[src/rtl/uart_tx_ctrl.sv]
// Transmit sequencer for the APB UART: serialises one frame (start, 5-8 data bits,
// optional parity, 1-2 stop bits) onto txd at a programmable bit period.
module uart_tx_ctrl #(
   parameter int DIV_WIDTH = 16
) (
   input  logic                 pclk,
   input  logic                 preset,
   input  logic                 start_tx,
   input  logic [7:0]           tx_data,
   input  logic [4:0]           cfg,
   input  logic [DIV_WIDTH-1:0] baud_div,
   output logic                 txd,
   output logic                 tx_busy,
   output logic                 tx_done
);

   typedef enum logic [2:0] {
      ST_IDLE   = 3'd0,
      ST_START  = 3'd1,
      ST_DATA   = 3'd2,
      ST_PARITY = 3'd3,
      ST_STOP   = 3'd4
   } state_t;

   localparam logic [DIV_WIDTH-1:0] DIV_ZERO = {DIV_WIDTH{1'b0}};
   localparam logic [DIV_WIDTH-1:0] DIV_ONE  = {{(DIV_WIDTH-1){1'b0}}, 1'b1};

   // Parity over only the transmitted data bits; odd_par inverts the even result.
   function automatic logic frame_parity(input logic [7:0] data,
                                         input logic [1:0] len,
                                         input logic       odd_par);
      logic [7:0] mask;
      case (len)
         2'b00:   mask = 8'h1F;
         2'b01:   mask = 8'h3F;
         2'b10:   mask = 8'h7F;
         2'b11:   mask = 8'hFF;
         default: mask = 8'hFF;
      endcase
      return odd_par ^ (^(data & mask));
   endfunction

   state_t                 state_r;
   logic                   start_q_r;
   logic [7:0]             data_r;
   logic [4:0]             cfg_r;
   logic [DIV_WIDTH-1:0]   div_r;
   logic [DIV_WIDTH-1:0]   cnt_r;
   logic [2:0]             bit_idx_r;
   logic                   stop_idx_r;

   logic                   start_edge_s;
   logic                   bit_end_s;
   logic                   last_data_s;

   // Bit-boundary and edge-detect decodes shared by the sequencer.
   always_comb begin
      start_edge_s = start_tx & ~start_q_r;
      bit_end_s    = (cnt_r == DIV_ZERO);
      // Last data index is n-1 = 4 + cfg[1:0].
      last_data_s  = (bit_idx_r == {1'b1, cfg_r[1:0]});
   end

   // Frame sequencer: state, bit timer, shadow registers and registered outputs.
   always_ff @(posedge pclk or posedge preset) begin
      if (preset) begin
         state_r    <= ST_IDLE;
         start_q_r  <= 1'b1;
         data_r     <= 8'h00;
         cfg_r      <= 5'b00000;
         div_r      <= DIV_ZERO;
         cnt_r      <= DIV_ZERO;
         bit_idx_r  <= 3'd0;
         stop_idx_r <= 1'b0;
         txd        <= 1'b1;
         tx_busy    <= 1'b0;
         tx_done    <= 1'b0;
      end else begin
         start_q_r <= start_tx;
         tx_done   <= 1'b0;

         // The timer only counts down to zero, so an all-ones divider never wraps.
         if (state_r != ST_IDLE) begin
            if (bit_end_s) begin
               cnt_r <= div_r;
            end else begin
               cnt_r <= cnt_r - DIV_ONE;
            end
         end

         case (state_r)
            ST_IDLE: begin
               if (start_edge_s) begin
                  data_r  <= tx_data;
                  cfg_r   <= cfg;
                  div_r   <= baud_div;
                  cnt_r   <= baud_div;
                  txd     <= 1'b0;
                  tx_busy <= 1'b1;
                  state_r <= ST_START;
               end
            end
            ST_START: begin
               if (bit_end_s) begin
                  bit_idx_r <= 3'd0;
                  txd       <= data_r[0];
                  state_r   <= ST_DATA;
               end
            end
            ST_DATA: begin
               if (bit_end_s) begin
                  if (!last_data_s) begin
                     bit_idx_r <= bit_idx_r + 3'd1;
                     txd       <= data_r[bit_idx_r + 3'd1];
                  end else if (cfg_r[3]) begin
                     txd     <= frame_parity(data_r, cfg_r[1:0], cfg_r[4]);
                     state_r <= ST_PARITY;
                  end else begin
                     txd        <= 1'b1;
                     stop_idx_r <= 1'b0;
                     state_r    <= ST_STOP;
                  end
               end
            end
            ST_PARITY: begin
               if (bit_end_s) begin
                  txd        <= 1'b1;
                  stop_idx_r <= 1'b0;
                  state_r    <= ST_STOP;
               end
            end
            ST_STOP: begin
               if (bit_end_s) begin
                  if (stop_idx_r == cfg_r[2]) begin
                     tx_busy <= 1'b0;
                     tx_done <= 1'b1;
                     state_r <= ST_IDLE;
                  end else begin
                     stop_idx_r <= 1'b1;
                  end
               end
            end
            default: begin
               txd     <= 1'b1;
               tx_busy <= 1'b0;
               state_r <= ST_IDLE;
            end
         endcase
      end
   end

endmodule

[config.mk]
export PLATFORM = sky130hd
export DESIGN_NAME = uart_tx_ctrl
export DESIGN_NICKNAME = d
export VERILOG_FILES = /design/src/rtl/uart_tx_ctrl.sv
export SDC_FILE = /design/constraint.sdc
export NUM_CORES = 1
export LEC_CHECK = 0
export BUFFER_PORTS_ARGS = -buffer_cell sky130_fd_sc_hd__buf_2
export CAP_MARGIN = 20
export CORE_MARGIN = 1.5
export CORE_UTILIZATION = 53
export DETAILED_ROUTE_END_ITERATION = 10
export GPL_ROUTABILITY_DRIVEN = 1
export PLACE_DENSITY = 0.82
export SLEW_MARGIN = 20
export SYNTH_ARGS = -nofsm -noshare
export SYNTH_HDL_FRONTEND = slang
export SYNTH_SLANG_ARGS = --single-unit
export TNS_END_PERCENT = 50
[constraint.sdc]
create_clock -name pclk -period 1.85 [get_ports pclk]
set_input_delay 0.185 -clock pclk [delete_from_list [all_inputs] [get_ports pclk]]
set_output_delay 0.185 -clock pclk [all_outputs]
set_load 0.05 [all_outputs]
### Yosys cells after proc, flatten, opt, wreduce, memory -nomap -nowiden

Index checks and enable logic that the tools add are counted.
W data, S select, Z words.

| word-level totals | value |
|---|---|
| bits in registers | 56 |
| input port bits | 32 |
| logic and storage cells | 98 |

| operators by class | value |
|---|---|
| $add $sub $neg | 2 |
| magnitude comparators | 1 |
| eq/ne operators | 19 |
| multiplexer cells | 45 |
| bitwise operators | 6 |
| reductions and logical operators | 14 |

Operator list:

| operator | number |
|---|---|
| $mux W16 | 4 |
| $mux W3 | 11 |
| $mux W8 | 4 |
| $pmux W8 S4 | 1 |
| $ne A2 B2 Y1 const B | 10 |
| $mux W1 | 19 |
| $logic_not A16 Y1 | 1 |
| $sub A16 B1 Y16 const B | 1 |
| $pmux W3 S5 | 1 |
| $reduce_and A7 Y1 | 2 |
| $and A8 B8 Y8 | 1 |
| $reduce_and A4 Y1 | 2 |
| $reduce_xor A8 Y1 | 1 |
| $eq A3 B2 Y1 const B | 2 |
| $pmux W1 S3 | 2 |
| $pmux W3 S2 | 1 |
| $reduce_bool A3 Y1 | 2 |
| $pmux W1 S5 | 1 |
| $reduce_and A5 Y1 | 1 |
| $eq A2 B2 Y1 const B | 2 |
| $lt A3 B4 Y1 const B | 1 |
| $add A3 B1 Y3 const B | 1 |
| $bmux W1 S3 | 1 |
| $eq A3 B1 Y1 const B | 1 |
| other kinds (12) | 14 |

### Logic depth before layout (Yosys ltp)

| depth | value |
|---|---|
| depth in word-level cells | 13 |
| depth in mapped cells | 8 |

### Worst setup path before layout

No wires, ideal clock.

| timing path | value |
|---|---|
| path kind | flip-flop to flip-flop |
| start point | register cnt_r[0] |
| end point | register stop_idx_r |
| data arrival time | 1.689 ns |
| setup slack | 0.034 ns |
| cell stages (with the launch flop) | 7 |
| buffers on the path | 0 |
| clock period less this slack | 1.816 ns |
| cells stage by stage | dfrtp_1 > inv_1 > ha_1 > or4b_4 > or3_4 > a21boi_2 > o22ai_1 |

| between the ends | value |
|---|---|
| word-level cells in the longest chain between the ends | 3 |
| elaborated cells between the ends (all ways) | 5 |
| those cells by class | eq/ne: 3; reduce/logical: 2 |

RTL lines:

| item | line | text |
|---|---|---|
| start: declaration | 48 | `logic [DIV_WIDTH-1:0] cnt_r;` |
| start signal: assignment | 85 | `cnt_r <= div_r;` |
| start signal: assignment | 87 | `cnt_r <= cnt_r - DIV_ONE;` |
| start signal: assignment | 97 | `cnt_r <= baud_div;` |
| $logic_not A16 Y1 * | 59 | `bit_end_s = (cnt_r == DIV_ZERO);` |
| $ne A2 B2 Y1 (no line) | -- |  |
| $reduce_and A7 Y1 (no line) * | -- |  |
| end signal: assignment | 74 | `stop_idx_r <= 1'b0;` |
| end signal: assignment | 120 | `stop_idx_r <= 1'b0;` |
| end signal: assignment | 128 | `stop_idx_r <= 1'b0;` |
| end: declaration | 50 | `logic stop_idx_r;` |

Mark *: on every way between the ends. The rest lies on a longest branch, timed or not.
A chain may end at the register's enable or synchronous reset.

### Worst setup path after layout

| timing path | value |
|---|---|
| start point | register cnt_r[0] |
| end point | register cnt_r[12] |

| between the ends | value |
|---|---|
| word-level cells in the longest chain between the ends | 5 |
| elaborated cells between the ends (all ways) | 6 |
| those cells by class | add/sub: 1; mux: 4; reduce/logical: 1 |

RTL lines:

| item | line | text |
|---|---|---|
| $sub A16 B1 Y16 or $logic_not A16 Y1 (tied branches) | 87, 59 |  |
| $mux W16 * | 84 | `if (bit_end_s) begin` |
| $mux W16 * | 83 | `if (state_r != ST_IDLE) begin` |
| $mux W16 | 93 | `if (start_edge_s) begin` |
| $mux W16 * | 91 | `case (state_r)` |

Marks and branches as above.

==> results by group <==
Global route
  • GR Overflow Total: 0
  • Initial antenna violation count: 0
  • Vias in the first global route: 2617
  • Largest net degree at the start of global routing: 26
  • Global-route wire length before repair: 12.83 mm
  • GRT Overall Usage: 0.2554

Detailed routing
  • Final WL: ~8.6 mm
  • Drt initial violations: 339
  • Vias per cell: 6.279
  • WL/cell: 19.26 µm
  • Detailed-route DRC error count: 0
  • Vias: about 2.8k
  • Pre-antenna DRT Iters: 6
  • Antenna-violating nets left: 0

STA
  • Slew margin rel.: 0.7449
  • Worst-margin pin slew: 0.3777 ns
  • Min Tclk post-route: 1.958 ns
  • Final setup fails: 8
  • Final Skew: ~0.0054 ns
  • Max-slew violations: 0
  • Fmax: 0.5107 GHz
  • Final Hold Viols: 0
  • Final worst slack: -0.1082 ns
  • Tcrit/Tclk final: 1.058
  • RSZ-0062 raised after global routing: true

Worst setup path
  • WP data arrival: 2.22 ns
  • Worst R2R Setup Slack: -0.11 ns
  • Cell Chain, Critical Path: inv_2, ha_4, or4b_4, o31ai_2, a41oi_1, a32oi_1, o21a_1
  • Worst EP required: roughly 2.1 ns
  • Reg2reg start: cnt_r[0]
  • Setup crit start kind: register
  • Max incr delay on CP: just under 0.5 ns
  • Slowest cell on crit path: or4b_4
  • Worst-case reg-to-reg path depth: 7
  • Setup crit end kind: register
  • Critical Path Fanout Max: 3
  • Reg2reg end: cnt_r[12]
  • Crit Path Class: register to register

Synthesis
  • Number of enable flip-flop cells after synthesis: 0
  • Synthesized cell area: 3236 µm²
  • Synthesized net count: 335
  • Cell count after synthesis: 300
  • Register area share after synthesis: 0.4339
  • Top FF cell, synth: dfrtp_1
  • Yosys reg bits: 56
  • Mean Syn Cell Area: 10.79 µm²
  • Ys Warns: 0
  • Yosys cell types: 60
  • Post-synth ARST share: 1.000

Final layout
  • Finished Layout Cells: 445
  • Fill cells: 419
  • Ant diodes: 0
  • Layout area overhead: 26.33%
  • Nets: approximately 400
  • Design area: about 4100 µm²
  • Most frequent cells in the layout: dfrtp_1 (51), buf_4 (38), buf_2 (34)
  • Fraction of layout cells with a size suffix above 1: 0.4324
  • Most common cell after layout, fill and taps aside: dfrtp_1

Floorplan
  • Starting density of the core: 0.5465
  • Die width: 81.14 µm
  • Die height: ~81 µm
  • Core Box Area: 5921 µm²
  • IO Pins: 35
  • DIE AREA: 6583 µm²
  • FP Rows: 28

CTS
  • Later-pin clock latency in the skew report: between 0.3 and 0.4 ns
  • CTS root buffer: clkbuf_8
  • CTS Buf Count: 5
  • H-tree Lvls: 2
  • Worst-path clk slew: 0.10 ns
  • Max clock buf depth: 2
  • CTS tree: yes
  • Clock sink count: 56

Min path
  • Cells on Worst Hold Path: 2
  • Worst hold start: cfg[2]
  • Worst min-delay path class: input pin to register
  • Hold Path End: cfg_r[2]

Placed design
  • Routability cong.: 0.9046
  • Placed Area: approximately 3700 µm²
  • DP Cell Count: approximately 430
  • Post-DP HPWL: ~5.6 mm
  • Count of input and output buffers: 34

Outcome
  • Failing checks: setup timing
  • Status: finished with violations

Power and ir drop
  • Leak: 1.847 nW
  • Pwr Total: 3.133 mW
  • VDD IR max: 0.5457 mV
  • Pwr dens: approximately 770 nW/µm²

Job
  • Total of max-cap violations: 0
## cells in the mapped netlist, types with 2 or more instances
cell type  number  area [µm²]
buf_2           2       10.01
o21a_1          2       15.01
nor2_1         12       45.04
a211oi_1        4       30.03
a41oi_1         3       26.28
xor2_1          5       43.79
nor4_1          2       12.51
mux2_2         33       371.6
ha_1            3       37.54
o311ai_0        2       17.52
nor3_1          4       20.02
nand3_1         5       25.02
o211a_1         2       20.02
o31ai_1         5       37.54
o22ai_1         4       25.02
or3_1           2       12.51
mux2i_1        13       130.1
mux4_2          2       45.04
buf_1           3       11.26
o41ai_1         3       26.28
o21ai_1         2       10.01
a21oi_1        12       60.06
buf_6           3       33.78
dfstp_2         2       52.55
a31oi_1         3       18.77
nand2_1        15       56.30
o211ai_1        8       60.06
dfrtp_1        54        1351
xnor2_1        11       96.34
nand2b_1        3       18.77
o21ai_0        28       140.1
nor3b_1         2       15.01
inv_1          10       37.54
buf_4           3       22.52
clkbuf_1        5       18.77
nor2b_1         4       25.02
## layout make-up
cell class | count | area (µm²) | share of cell area
sequential | 56 | 1408 | 0.3444
clock inverter | 2 | 35.03 | 0.008571
multi-input combinational | 218 | 1903 | 0.4656
inverter | 10 | 37.54 | 0.009183
timing repair buffer | 78 | 538.0 | 0.1316
tap | 75 | 93.84 | 0.02296
clock buffer | 6 | 72.57 | 0.01775
## sequential cells by signal, summed over array words and instances, names as in the netlist
name and flops:
cnt_r 16, div_r 16, data_r 8, cfg_r 5
bit_idx_r 3, state_r 3, start_q_r 1, stop_idx_r 1
tx_busy 1, tx_done 1, txd 1
## repair_timing
item,in CTS,in global routing
pin swaps,1,13
hold buffers,2,0
setup buffers,0,3
hold endpoints to repair,12,0
endpoints found under the setup margin,24,23
resized for setup,16,38
## metal layers
layer / vias up / global-route usage / share of wire
met5: - / 0 / 0
met4: 0 / 0.08103 / 0.024
met3: 25 / 0.05056 / 0.071
met2: 161 / 0.4058 / 0.49
met1: 1350 / 0.3513 / 0.42
li1: 1258 / - / -
## cells by family after synthesis
group | synth area share
AO/OA/AOI/OAI | 0.1806
buffers and inverters | 0.04138
XOR/XNOR | 0.05027
AND/OR/NAND/NOR | 0.1133
multiplexers | 0.1690
adder cells (fa/ha/maj) | 0.01160
flip-flops | 0.4339
## through the flow
step	setup WS (ns)	util	TNS [ns]	hold WS, ns
5_1_grt	-0.1791	0.6904	-1.309	0.08601
3_3_place_gp	-0.04265	0.6289	-0.09456	0.1289
4_1_cts	-0.002081	0.6638	-0.003295	0.08887
6_report	-0.1082	0.6904	-0.3901	0.09187
2_1_floorplan	0.03390	-	0	0.1895
3_5_place_dp	-0.1824	0.6289	-2.892	0.1295
## how the worst max path moves through the flow
stage	slack [ns]	startpoint	endpoint	depth (start not counted)
CTS	-0.002	cnt_r[0]	stop_idx_r	6
global placement	-0.04	cnt_r[0]	cnt_r[3]	8
global route	-0.18	cnt_r[9]	cnt_r[15]	6
finish	-0.11	cnt_r[0]	cnt_r[12]	7
floorplan	0.03	cnt_r[0]	stop_idx_r	6
detailed placement	-0.18	cnt_r[0]	cnt_r[3]	8
## worst max-delay path, delay by kind of cell (launching register included)
| kind | cells | cell delay (ns) |
|---|---|---|
| AND/OR/NAND/NOR | 1 | 0.49 |
| buffers and inverters | 1 | 0.09 |
| flip-flops | 1 | 0.40 |
| AO/OA/AOI/OAI | 4 | 0.77 |
| adder cells (fa/ha/maj) | 1 | 0.16 |
## where the power goes
group / switching [mW] / internal [mW] / total [mW] / leakage (nW)
Sequential: 0.156 / 1.31 / 1.47 / 0.708
Clock: 0.402 / 0.403 / 0.805 / 0.0552
Combinational: 0.422 / 0.439 / 0.862 / 1.08
Power figures use the tool's default switching activity.
